--- config.mk ---
export PLATFORM = sky130hd
export DESIGN_NAME = qlf_k6n10_pipelined_adder
export DESIGN_NICKNAME = d
export VERILOG_FILES = /design/src/rtl/qlf_k6n10_pipelined_adder.sv
export SDC_FILE = /design/constraint.sdc
export NUM_CORES = 1
export LEC_CHECK = 0
export CAP_MARGIN = 0
export CORE_ASPECT_RATIO = 2
export CORE_MARGIN = 1.5
export CORE_UTILIZATION = 54
export CTS_CLUSTER_SIZE = 28
export DETAILED_ROUTE_END_ITERATION = 12
export HOLD_SLACK_MARGIN = 0.1
export MAX_ROUTING_LAYER = met4
export PLACE_DENSITY = 0.8
export SLEW_MARGIN = 10
export SYNTH_ARGS = -nofsm -noshare
export SYNTH_HDL_FRONTEND = slang
export SYNTH_SLANG_ARGS = --single-unit
export TNS_END_PERCENT = 5
--- constraint.sdc ---
create_clock -name clk -period 3.5 [get_ports clk]
set_input_delay 0.35 -clock clk [delete_from_list [all_inputs] [get_ports clk]]
set_output_delay 0.35 -clock clk [all_outputs]
set_load 0.01 [all_outputs]
--- src/rtl/qlf_k6n10_pipelined_adder.sv ---
// Pipelined add/subtract unit for the QLF K6N10 fabric.
// The operand is cut into carry-chain segments of at most SEG bits. Each
// stage adds one segment and registers its carry-out into the next stage.
// Operand bits not yet consumed ride along with the beat (skew). Result bits
// already produced are carried forward to the last stage (deskew), so every
// result leaves as one aligned word.
module qlf_k6n10_pipelined_adder #(
   parameter int WIDTH  = 48,
   parameter int SEG    = 20,
   parameter int SIGNED = 0
) (
   input  logic             clk,
   input  logic             rst_n,
   input  logic             in_valid,
   output logic             in_ready,
   input  logic [WIDTH-1:0] a,
   input  logic [WIDTH-1:0] b,
   input  logic             ci,
   input  logic             sub,
   output logic             out_valid,
   input  logic             out_ready,
   output logic [WIDTH-1:0] y,
   output logic             co,
   output logic             ovf
);

   localparam int S = (WIDTH + SEG - 1) / SEG;

   // The whole pipeline advances as one unit; it stalls only while a
   // finished result waits for the downstream consumer.
   logic adv;
   assign adv      = !out_valid || out_ready;
   assign in_ready = adv;

   for (genvar k = 0; k < S; k++) begin : g_stage
      localparam int LO = k * SEG;
      localparam int HI = ((k + 1) * SEG < WIDTH) ? (k + 1) * SEG : WIDTH;
      localparam int N  = HI - LO;

      logic              v_in;
      logic              c_in;
      logic [WIDTH-1:LO] a_in;
      logic [WIDTH-1:LO] b_in;
      logic [N:0]        sum;
      logic [HI-1:0]     res_d;
      logic              v_q;
      logic              c_q;
      logic [HI-1:0]     res_q;

      if (k == 0) begin : g_head
         assign v_in  = in_valid;
         assign c_in  = ci;
         assign a_in  = a;
         assign b_in  = sub ? ~b : b;
         assign res_d = sum[N-1:0];
      end else begin : g_body
         assign v_in  = g_stage[k-1].v_q;
         assign c_in  = g_stage[k-1].c_q;
         assign a_in  = g_stage[k-1].g_fwd.a_q;
         assign b_in  = g_stage[k-1].g_fwd.b_q;
         assign res_d = {sum[N-1:0], g_stage[k-1].res_q};
      end

      // One carry-chain segment: at most SEG adder cells.
      assign sum = {1'b0, a_in[HI-1:LO]} + {1'b0, b_in[HI-1:LO]} + {{N{1'b0}}, c_in};

      // Stage valid, segment carry-out and result bits produced so far.
      always_ff @(posedge clk or negedge rst_n) begin
         if (!rst_n) begin
            v_q   <= 1'b0;
            c_q   <= 1'b0;
            res_q <= '0;
         end else if (adv) begin
            v_q   <= v_in;
            c_q   <= sum[N];
            res_q <= res_d;
         end
      end

      if (HI < WIDTH) begin : g_fwd
         logic [WIDTH-1:HI] a_q;
         logic [WIDTH-1:HI] b_q;

         // Operand bits of the later segments wait one more stage.
         always_ff @(posedge clk or negedge rst_n) begin
            if (!rst_n) begin
               a_q <= '0;
               b_q <= '0;
            end else if (adv) begin
               a_q <= a_in[WIDTH-1:HI];
               b_q <= b_in[WIDTH-1:HI];
            end
         end
      end else begin : g_last
         logic ovf_d;
         logic ovf_q;

         if (SIGNED != 0) begin : g_ovf
            assign ovf_d = (a_in[WIDTH-1] == b_in[WIDTH-1]) && (sum[N-1] != a_in[WIDTH-1]);
         end else begin : g_no_ovf
            assign ovf_d = 1'b0;
         end

         // Signed overflow is known only once the top segment is summed.
         always_ff @(posedge clk or negedge rst_n) begin
            if (!rst_n) begin
               ovf_q <= 1'b0;
            end else if (adv) begin
               ovf_q <= ovf_d;
            end
         end

         // Result outputs are forced to zero whenever no beat is presented.
         assign out_valid = v_q;
         assign y         = v_q ? res_q : '0;
         assign co        = v_q & c_q;
         assign ovf       = v_q & ovf_q;
      end
   end

endmodule
==> impl_metrics.py, run 1 <==
metrics = {
    "power": {
        "switchingPower_w": 0.003488,
        "p_comb_share_pct": 41.3,
        "p_seq_share_pct": 37.2,
        "p_int_w": 0.005970,
        "max-vdd-ir-drop_uv": 434.2,
        "p_per_area_nw_per_um2": 781.0,
        "p_leak_nw": 5.667,
        "finalPower_w": 0.009458,
        "p_sw_share_pct": 36.88,
        "p_clk_share_pct": 21.4,
    },
    "die": {
        "core_um2": 17780,
        "start_util_pct": 55.14,
        "die_x_um": 98.29,
        "io_pins": 154,
        "rows": 69,
        "dieArea_um2": 19030,
        "die_y_um": 193.6,
    },
    "global_routing": {
        "antenna_found_initial": 1,
        "grt_max_degree": 202,
        "grt_pass1_vias": 7822,
        "grt_pass1_wl_um": 37630,
        "grt_use_total_pct": 25.53,
        "grt_overflow": 0,
    },
    "critical_path": {
        "cp-endpoint": "g_stage[1].res_q[36]",
        "crit_fanout": 4,
        "reg2reg_from": "g_stage[0].c_q",
        "slowest_stage": "a311oi_2",
        "cp.depth": 10,
        "crit_start": "g_stage[0].c_q",
        "cp_common_cell": "fa_1",
        "cp-start-kind": "register",
        "crit_buf_inv": 1,
        "crit_arrival_ns": 3.24,
        "slowest_delay_ns": 0.50,
        "worstPathCellList": "fa_1 > inv_1 > fa_1 > nor2b_1 > o21a_1 > a311o_1 > a311oi_2 > a31oi_1 > xnor2_1 > o21ai_0",
        "r2r_cells": 10,
        "cpLargestDelayFamily": "compound AO/OA/AOI/OAI gates",
        "crit_type": "register to register",
        "required_ns": 3.78,
        "r2r-end": "g_stage[1].res_q[36]",
        "r2r_slack_ns": 0.54,
        "crit_path_end_kind": "register",
    },
    "finish": {
        "areaGrowthSynthToFinish_pct": 23.49,
        "drive_above_1_share_pct": 4.491,
        "fill_cells": 1452,
        "final_nets": 1387,
        "final_area_um2": 12110,
        "final_util_pct": 68.09,
    },
    "sta": {
        "fmax_mhz": 337.5,
        "skew_ns": 0.01144,
        "slew_headroom_pct": 47.29,
        "setup_viol": 0,
        "finalCriticalPeriod_ns": 2.963,
        "tightest_slew_ns": 0.7906,
        "period_share_pct": 84.66,
        "holdWs_ns": 0.4323,
        "finalSetupTns_ns": 0,
        "drv_slew": 0,
        "rsz0062_at_grt": "false",
        "hold_viol_final": 0,
    },
    "synthesis": {
        "netlist_area_um2": 9806,
        "synth_area_per_cell_um2": 8.802,
        "synthArstFlopShare_pct": 100.0,
        "yosysTopAreaCell": "dfrtp_1",
        "synth_ff_type": "dfrtp_1",
        "yosysMostFrequentCell": "nand2_1",
        "syn-instance-count": 1114,
        "synth_seq_cells": 186,
        "synth_edf_count": 0,
        "synth_area_leaders": "dfrtp_1 47%, nand2_1 14%, ha_1 5.7%",
        "syn_nets": 1267,
        "synthDominantCellAreaShare_pct": 47.47,
        "netlist-cell-type-count": 60,
        "ys_warn_count": 0,
        "synth_seq_area_share_pct": 47.47,
        "synth_common_cells": "372 x nand2_1, 186 x dfrtp_1, 66 x a21oi_1",
    },
    "clocking": {
        "h-tree-depth": 4,
        "cts_setup_buffers": 0,
        "tritoncts": "done",
        "insertion_delay_ns": 0.44,
        "cts_buffer_depth": 2,
        "cts_buffers": 17,
        "cts_root_buf": "clkbuf_16",
        "clk_pin_slew_worst_paths_ns": 0.08,
        "post_cts_resized": 0,
        "cts_sinks": 186,
    },
    "detailed_routing": {
        "drc_errors": 0,
        "vias": 7809,
        "viasPerCell": 5.345,
        "dr.first_iter.drc_count": 407,
        "ant_nets": 0,
        "wirelength_um": 22760,
        "dr.pass1.iters": 5,
        "wl_per_cell_um": 15.58,
    },
    "run": {
        "maxCapViolCount": 0,
    },
    "place": {
        "place_congestion": 0.8719,
        "place_area_um2": 11460,
        "hpwlAfterDp_um": 16220,
        "port_buffers": 152,
    },
    "worst_hold_path": {
        "hold_class": "primary input to register",
    },
    "run_status": {
        "status": "complete, no violations",
    },
}
==> routing by layer <==
| metal | track usage, % | vias to the layer above | share of wire (%) |
|---|---|---|---|
| met4 | 10.43 | 0 | 3.3 |
| met2 | 46.14 | 176 | 56 |
| met5 | - | - | 0 |
| met3 | 3.938 | 40 | 3.2 |
| li1 | - | 3878 | - |
| met1 | 27.33 | 3715 | 38 |
==> power by group through the flow <==
| stage | sequential, W | combinational (W) | clock (W) |
|---|---|---|---|
| 4_1_cts | 0.00353 | 0.00395 | 0.00206 |
| 6_report | 0.00352 | 0.00391 | 0.00203 |
| 5_1_grt | 0.00364 | 0.00438 | 0.00215 |
| 3_3_place_gp | 0.00352 | 0.00379 | 0 |
| 3_5_place_dp | 0.00356 | 0.00391 | 0 |
| 2_1_floorplan | 0.00339 | 0.00265 | 0 |
==> metrics by stage <==
step,setup slack (ns),instances
after global routing,0.3928,1461
after floorplan,0.02218,1114
after CTS,0.5844,1460
final,0.5370,1461
after detailed placement,0.2875,1427
after global placement,0.3610,1427
==> layout by cell type, fill, tap and decap left out, types with 3 or more instances in the layout <==
cell type and instances:
o21ai_0 61, clkbuf_16 17, clkinv_8 3, inv_1 25, a31oi_1 5, clkbuf_8 3, nor2b_1 4, o31ai_1 3
nor2_1 39, nand2b_1 6, buf_4 5, clkdlybuf4s50_1 150, o21a_1 9, nor3b_1 5, a21oi_1 66, a21boi_0 3
ha_1 45, o21ai_1 3, and3_1 5, nand4_1 4, nand4b_1 3, xor2_1 35, and2_1 50, nor3_1 5
o21bai_1 4, dfrtp_1 186, a21o_1 16, nand2_1 372, buf_12 3, nand3_1 8, a211oi_1 4, fa_1 6
inv_6 4, xnor2_1 48
==> registers in the layout, indices dropped and copies added, names as in the netlist <==
signal	count
g_stage.v_q	2
g_stage.g_fwd.a_q	36
g_stage.g_fwd.b_q	36
out_valid	1
g_stage.c_q	3
g_stage.res_q	108
==> timing repair <==
| action | in CTS | in global routing |
|---|---|---|
| setup endpoints to repair | 0 | 0 |
| hold endpoints to repair | 92 | 0 |
| hold buffers | 1 | 0 |
==> worst min-delay path by stage <==
stage / to / cells past startpoint / slack [ns] / start
5_1_grt: g_stage[0].g_fwd.a_q[30] / 3 / 0.45 / a[30]
6_report: g_stage[0].g_fwd.a_q[30] / 3 / 0.43 / a[30]
3_3_place_gp: g_stage[2].res_q[18] / 2 / 0.44 / g_stage[2].res_q[18]
3_5_place_dp: g_stage[2].res_q[9] / 2 / 0.45 / g_stage[2].res_q[9]
2_1_floorplan: g_stage[0].c_q / 0 / 0.05 / rst_n
4_1_cts: g_stage[0].g_fwd.a_q[30] / 3 / 0.42 / a[30]
==> final cells by class <==
cell class,instances,area (um2),area share [%]
clock inverter,12,175.2,1.447
sequential,186,4654,38.44
antenna,1,2.502,0.02067
clock buffer,20,456.7,3.771
multi-input combinational,842,4823,39.83
tap,213,266.5,2.201
timing repair buffer,161,1628,13.44
inverter,26,102.6,0.8473
==> logic make-up (layout without fill, tap and decap cells) <==
group	count (synthesis)	in the layout	synth area share [%]
adder cells (fa/ha/maj)	51	51	6.967
AND/OR/NAND/NOR	512	512	22.41
buffers and inverters	86	219	3.420
AO/OA/AOI/OAI	194	194	12.17
XOR/XNOR	83	83	7.413
multiplexers	1	1	0.1148
flip-flops	186	186	47.47
other	1	2	0.03824
==> tightest hold or removal path, stage by stage <==
cell	delay, ns
clkdlybuf4s50_1	0.39
nand2_1	0.05
nand2_1	0.04
(Power assumes the default switching activity.)
==> run 2: changes to the inputs <==
==> constraint.sdc (replaced) <==
create_clock -name clk -period 2.75 [get_ports clk]
set_input_delay 0.275 -clock clk [delete_from_list [all_inputs] [get_ports clk]]
set_output_delay 0.275 -clock clk [all_outputs]
set_load 0.01 [all_outputs]
==> impl_metrics.py, run 2 (synthesized netlist as in run 1, its figures left out) <==
metrics = {
    "critical_path": {
        "crit_type": "register to register",
        "required_ns": 3.06,
        "crit_buf_inv": 1,
        "crit_arrival_ns": 2.93,
        "cp_common_cell": "fa_2",
        "slowest_delay_ns": 0.42,
        "crit_path_end_kind": "register",
        "slowest_stage": "dfrtp_1",
        "cpLargestDelayFamily": "compound AO/OA/AOI/OAI gates",
        "crit_fanout": 3,
        "cp-start-kind": "register",
        "worstPathCellList": "fa_2 > inv_1 > fa_2 > nor2b_1 > o21a_1 > a311o_1 > a31o_1 > a311oi_2 > xor2_1 > o21ai_1",
    },
    "die": {
        "rows": 69,
        "dieArea_um2": 19030,
        "io_pins": 154,
        "die_x_um": 98.29,
        "core_um2": 17780,
        "die_y_um": 193.6,
        "start_util_pct": 55.14,
    },
    "finish": {
        "fill_cells": 1418,
        "top_register": "g_stage.res_q",
        "largest_register_ffs": 108,
        "final_cell_mix": "372 x nand2_1, 186 x dfrtp_1, 150 x clkdlybuf4s50_1, 66 x a21oi_1, 61 x o21ai_0",
        "fin_cells": 1492,
        "final_common_cell": "nand2_1",
        "multi_input_area_um2": 4843,
        "final_nets": 1419,
        "drive_above_1_share_pct": 7.349,
        "reg_top3": "g_stage.res_q: 108 flops, g_stage.g_fwd.a_q: 36 flops, g_stage.g_fwd.b_q: 36 flops",
        "antenna_cells": 0,
        "seq_area_um2": 4654,
        "areaGrowthSynthToFinish_pct": 26.43,
    },
    "sta": {
        "hold_viol_final": 0,
        "drv_slew": 0,
        "finalCriticalPeriod_ns": 2.618,
        "rsz0062_at_grt": "false",
        "slew_headroom_pct": 54.39,
        "tightest_slew_ns": 0.6842,
        "period_share_pct": 95.22,
        "finalSetupTns_ns": 0,
        "skew_ns": 0.009880,
        "setup_viol": 0,
        "fmax_mhz": 381.9,
    },
    "clocking": {
        "cts_root_buf": "clkbuf_16",
        "cts_buffer_depth": 2,
        "clk_pin_slew_worst_paths_ns": 0.07,
        "cts_buffers": 17,
        "h-tree-depth": 4,
        "tritoncts": "done",
        "insertion_delay_ns": 0.43,
        "cts_sinks": 186,
    },
    "global_routing": {
        "antenna_found_initial": 0,
        "grt_pass1_vias": 8222,
        "grt_use_total_pct": 27.01,
        "grt_pass1_wl_um": 39680,
        "grt_max_degree": 104,
        "grt_overflow": 0,
    },
    "place": {
        "port_buffers": 152,
        "hpwlAfterDp_um": 17450,
        "place_congestion": 0.9563,
        "dp.cells": 1458,
    },
    "power": {
        "p_comb_share_pct": 42.2,
        "p_clk_share_pct": 21.3,
        "p_int_w": 0.007784,
        "switchingPower_w": 0.004551,
        "p_leak_nw": 5.841,
        "p_seq_share_pct": 36.5,
        "max-vdd-ir-drop_uv": 581.4,
        "p_sw_share_pct": 36.89,
        "p_per_area_nw_per_um2": 995.0,
    },
    "detailed_routing": {
        "vias": 8009,
        "wirelength_um": 23950,
        "drc_errors": 0,
        "dr.pass1.iters": 6,
        "dr.first_iter.drc_count": 312,
        "wl_per_cell_um": 16.05,
        "ant_nets": 0,
        "viasPerCell": 5.368,
    },
    "run_status": {
        "status": "complete, no violations",
    },
    "worst_hold_path": {
        "hold_class": "primary input to register",
    },
    "run": {
        "maxCapViolCount": 0,
    },
}
==> run 2: cell types whose count changed in the layout (fill, tap and decap cells not counted), moves of 2 or more <==
cell / before / now
fa_2: 0 / 3
clkinv_8: 3 / 1
fa_1: 6 / 3
buf_4: 5 / 35
buf_12: 3 / 5
==> run 2: cell type report <==
cell class | instances | area share, %
repair buffers | 193 | 15.27
clock inverters | 14 | 1.595
inverters | 26 | 0.8276
multi-input cells | 842 | 39.07
well taps | 213 | 2.150
clock buffers | 18 | 3.543
flip-flops and latches | 186 | 37.55
==> run 2: repair_timing <==
item,4_1_cts,5_1_grt
pin swaps,2,1
endpoints found under the hold margin,77,0
hold buffers,1,0
endpoints found under the setup margin,5,7
buffers inserted,1,0
gates resized for setup,3,2
==> run 2: worst min-delay path: cells and delay by family <==
kind / cells / cell delay, ns
buf+inv: 1 / 0.39
simple gates: 2 / 0.09
==> run 2: final timing paths <==
path / start / end / slack [ns] / cells after the start
worst max register to register: g_stage[0].c_q / g_stage[1].res_q[38] / 0.13 / 10
max in group asynchronous: rst_n / g_stage[2].res_q[1] / 1.57 / 3
worst max-delay path: g_stage[0].c_q / g_stage[1].res_q[38] / 0.13 / 10
worst min register to register: g_stage[2].res_q[1] / g_stage[2].res_q[1] / 0.46 / 2
worst min-delay path: a[33] / g_stage[0].g_fwd.a_q[33] / 0.36 / 3
min in group asynchronous: rst_n / g_stage[0].g_fwd.a_q[25] / 0.41 / 2
==> run 2: layer usage <==
layer	share of wire (%)	GRT usage, %	vias up
met2	56	48.63	204
li1	-	-	3942
met4	4.8	13.62	0
met3	3.6	4.155	62
met1	36	27.90	3801
met5	0	-	-
==> run 2: per-stage QoR <==
step | setup WS [ns] | total power, W | cell area [um2] | hold slack, ns | utilization, %
finish | 0.1316 | 0.01233 | 12400 | 0.3641 | 69.71
global route | 0.04225 | 0.01322 | 12400 | 0.3721 | 69.71
CTS | 0.01123 | 0.01240 | 12390 | 0.3526 | 69.66
detailed placement | -0.2590 | 0.009664 | 11730 | 0.3424 | 65.93
global placement | -0.2030 | 0.009459 | 11730 | 0.3416 | 65.93
floorplan | -0.02630 | 0.007699 | 9837 | -0.02059 | -
==> run 2: power groups by stage <==
stage	clock network, W	logic, W	registers (W)
5_1_grt	0.00279	0.00579	0.00463
3_5_place_dp	0	0.00513	0.00453
2_1_floorplan	0	0.00338	0.00432
6_report	0.00263	0.00520	0.00450
3_3_place_gp	0	0.00498	0.00448
4_1_cts	0.00268	0.00523	0.00450
==> run 3: changes to the inputs <==
--- a/config.mk
+++ b/config.mk
@@ -14,6 +14,7 @@
 export HOLD_SLACK_MARGIN = 0.1
 export MAX_ROUTING_LAYER = met4
 export PLACE_DENSITY = 0.8
+export SKIP_CTS_REPAIR_TIMING = 1
 export SLEW_MARGIN = 10
 export SYNTH_ARGS = -nofsm -noshare
 export SYNTH_HDL_FRONTEND = slang
==> impl_metrics.py, run 3 (synthesized netlist as in run 1, its figures left out) <==
metrics = {
    "place": {
        "place_area_um2": 11730,
        "dp.cells": 1458,
        "port_buffers": 152,
        "hpwlAfterDp_um": 17450,
        "place_congestion": 0.9563,
    },
    "power": {
        "p_per_area_nw_per_um2": 994.6,
        "p_leak_nw": 5.842,
        "max-vdd-ir-drop_uv": 606.0,
    },
    "die": {
        "core_um2": 17780,
        "die_x_um": 98.29,
        "rows": 69,
        "die_y_um": 193.6,
        "dieArea_um2": 19030,
        "start_util_pct": 55.14,
        "io_pins": 154,
    },
    "critical_path": {
        "crit_fanout": 4,
        "crit_arrival_ns": 2.92,
        "crit_path_end_kind": "register",
        "required_ns": 3.04,
        "crit_type": "register to register",
        "r2r_slack_ns": 0.12,
        "cp-start-kind": "register",
    },
    "sta": {
        "fmax_mhz": 380.3,
        "finalCriticalPeriod_ns": 2.630,
        "slew_headroom_pct": 55.69,
        "hold_viol_final": 0,
        "tightest_slew_ns": 0.6647,
        "period_share_pct": 95.63,
        "skew_ns": 0.01071,
        "drv_slew": 0,
        "setup_viol": 0,
    },
    "clocking": {
        "cts_sinks": 186,
        "tritoncts": "done",
        "insertion_delay_ns": 0.43,
        "clk_pin_slew_worst_paths_ns": 0.08,
        "cts_root_buf": "clkbuf_16",
        "cts_buffer_depth": 2,
        "cts_buffers": 17,
        "h-tree-depth": 4,
    },
    "run": {
        "maxCapViolCount": 0,
    },
    "detailed_routing": {
        "viasPerCell": 5.360,
        "wirelength_um": 23870,
        "dr.pass1.iters": 5,
        "drc_errors": 0,
        "wl_per_cell_um": 15.99,
        "ant_nets": 0,
        "vias": 8002,
        "dr.first_iter.drc_count": 287,
    },
    "global_routing": {
        "grt_pass1_wl_um": 39640,
        "grt_use_total_pct": 26.99,
        "grt_pass1_vias": 8196,
        "grt_overflow": 0,
        "grt_max_degree": 104,
        "antenna_found_initial": 0,
    },
    "finish": {
        "fin_cells": 1493,
        "final_util_pct": 69.71,
        "final_area_um2": 12400,
        "final_common_cell": "nand2_1",
        "final_cell_mix": "372 x nand2_1, 186 x dfrtp_1, 150 x clkdlybuf4s50_1, 66 x a21oi_1, 59 x o21ai_0",
        "largest_register_ffs": 108,
        "drive_above_1_share_pct": 7.422,
        "antenna_cells": 0,
        "final_nets": 1420,
        "top_register": "g_stage.res_q",
        "fill_cells": 1417,
        "areaGrowthSynthToFinish_pct": 26.44,
        "reg_top3": "g_stage.res_q: 108 flops, g_stage.g_fwd.a_q: 36 flops, g_stage.g_fwd.b_q: 36 flops",
    },
    "worst_hold_path": {
        "hold_class": "primary input to register",
    },
    "run_status": {
        "status": "complete, no violations",
    },
}
==> run 3: stage by stage <==
| stage | TNS (ns) | power [W] | hold slack (ns) | setup slack (ns) |
|---|---|---|---|---|
| floorplan | -0.02630 | 0.007699 | -0.02059 | -0.02630 |
| global placement | -0.7403 | 0.009459 | 0.3416 | -0.2030 |
| detailed placement | -1.187 | 0.009664 | 0.3424 | -0.2590 |
| CTS | -0.2389 | 0.01238 | -0.1198 | -0.07469 |
| global route | -0.00007438 | 0.01322 | 0.3721 | -0.00007438 |
| finish | 0 | 0.01233 | 0.3618 | 0.1203 |
==> run 3: path summary, 6_finish.rpt <==
kind,to,cells past startpoint,start
max reg2reg,g_stage[1].res_q[36],11,g_stage[0].g_fwd.b_q[20]
max,g_stage[1].res_q[36],11,g_stage[0].g_fwd.b_q[20]
min in group asynchronous,g_stage[0].g_fwd.a_q[25],2,rst_n
max in group asynchronous,g_stage[2].res_q[1],3,rst_n
min reg2reg,g_stage[2].res_q[1],2,g_stage[2].res_q[1]
min,g_stage[0].g_fwd.a_q[33],3,a[33]
==> run 3: layout make-up <==
type / count / area, um2 / share of cell area (%)
inverter: 26 / 102.6 / 0.8275
clock buffer: 18 / 439.2 / 3.542
multi-input combinational: 842 / 4837 / 39.02
clock inverter: 14 / 197.7 / 1.595
tap: 213 / 266.5 / 2.150
sequential: 186 / 4654 / 37.54
timing repair buffer: 194 / 1901 / 15.33
==> run 3: layer usage <==
metal | part of all wire (%) | global-route usage, % | up-vias
li1 | - | - | 3945
met5 | 0 | - | -
met3 | 3.6 | 4.155 | 54
met1 | 36 | 27.83 | 3795
met2 | 56 | 48.86 | 208
met4 | 4.3 | 13.15 | 0
==> run 3: worst max-delay path, stage by stage, from the launching register on <==
cell and delay (ns):
dfrtp_1 0.40, fa_2 0.41, inv_2 0.07, fa_2 0.20, nor2b_1 0.05, o21a_1 0.20
a311o_1 0.32, a311oi_2 0.32, buf_4 0.19, a31oi_1 0.11, xnor2_1 0.13, o21ai_0 0.08
==> run 3: report_power, final <==
group          total, W  switching, W  internal [W]
Combinational   0.00520       0.00277       0.00244
Sequential      0.00450      0.000639       0.00386
Clock           0.00263       0.00114       0.00150
Total            0.0123       0.00454       0.00779
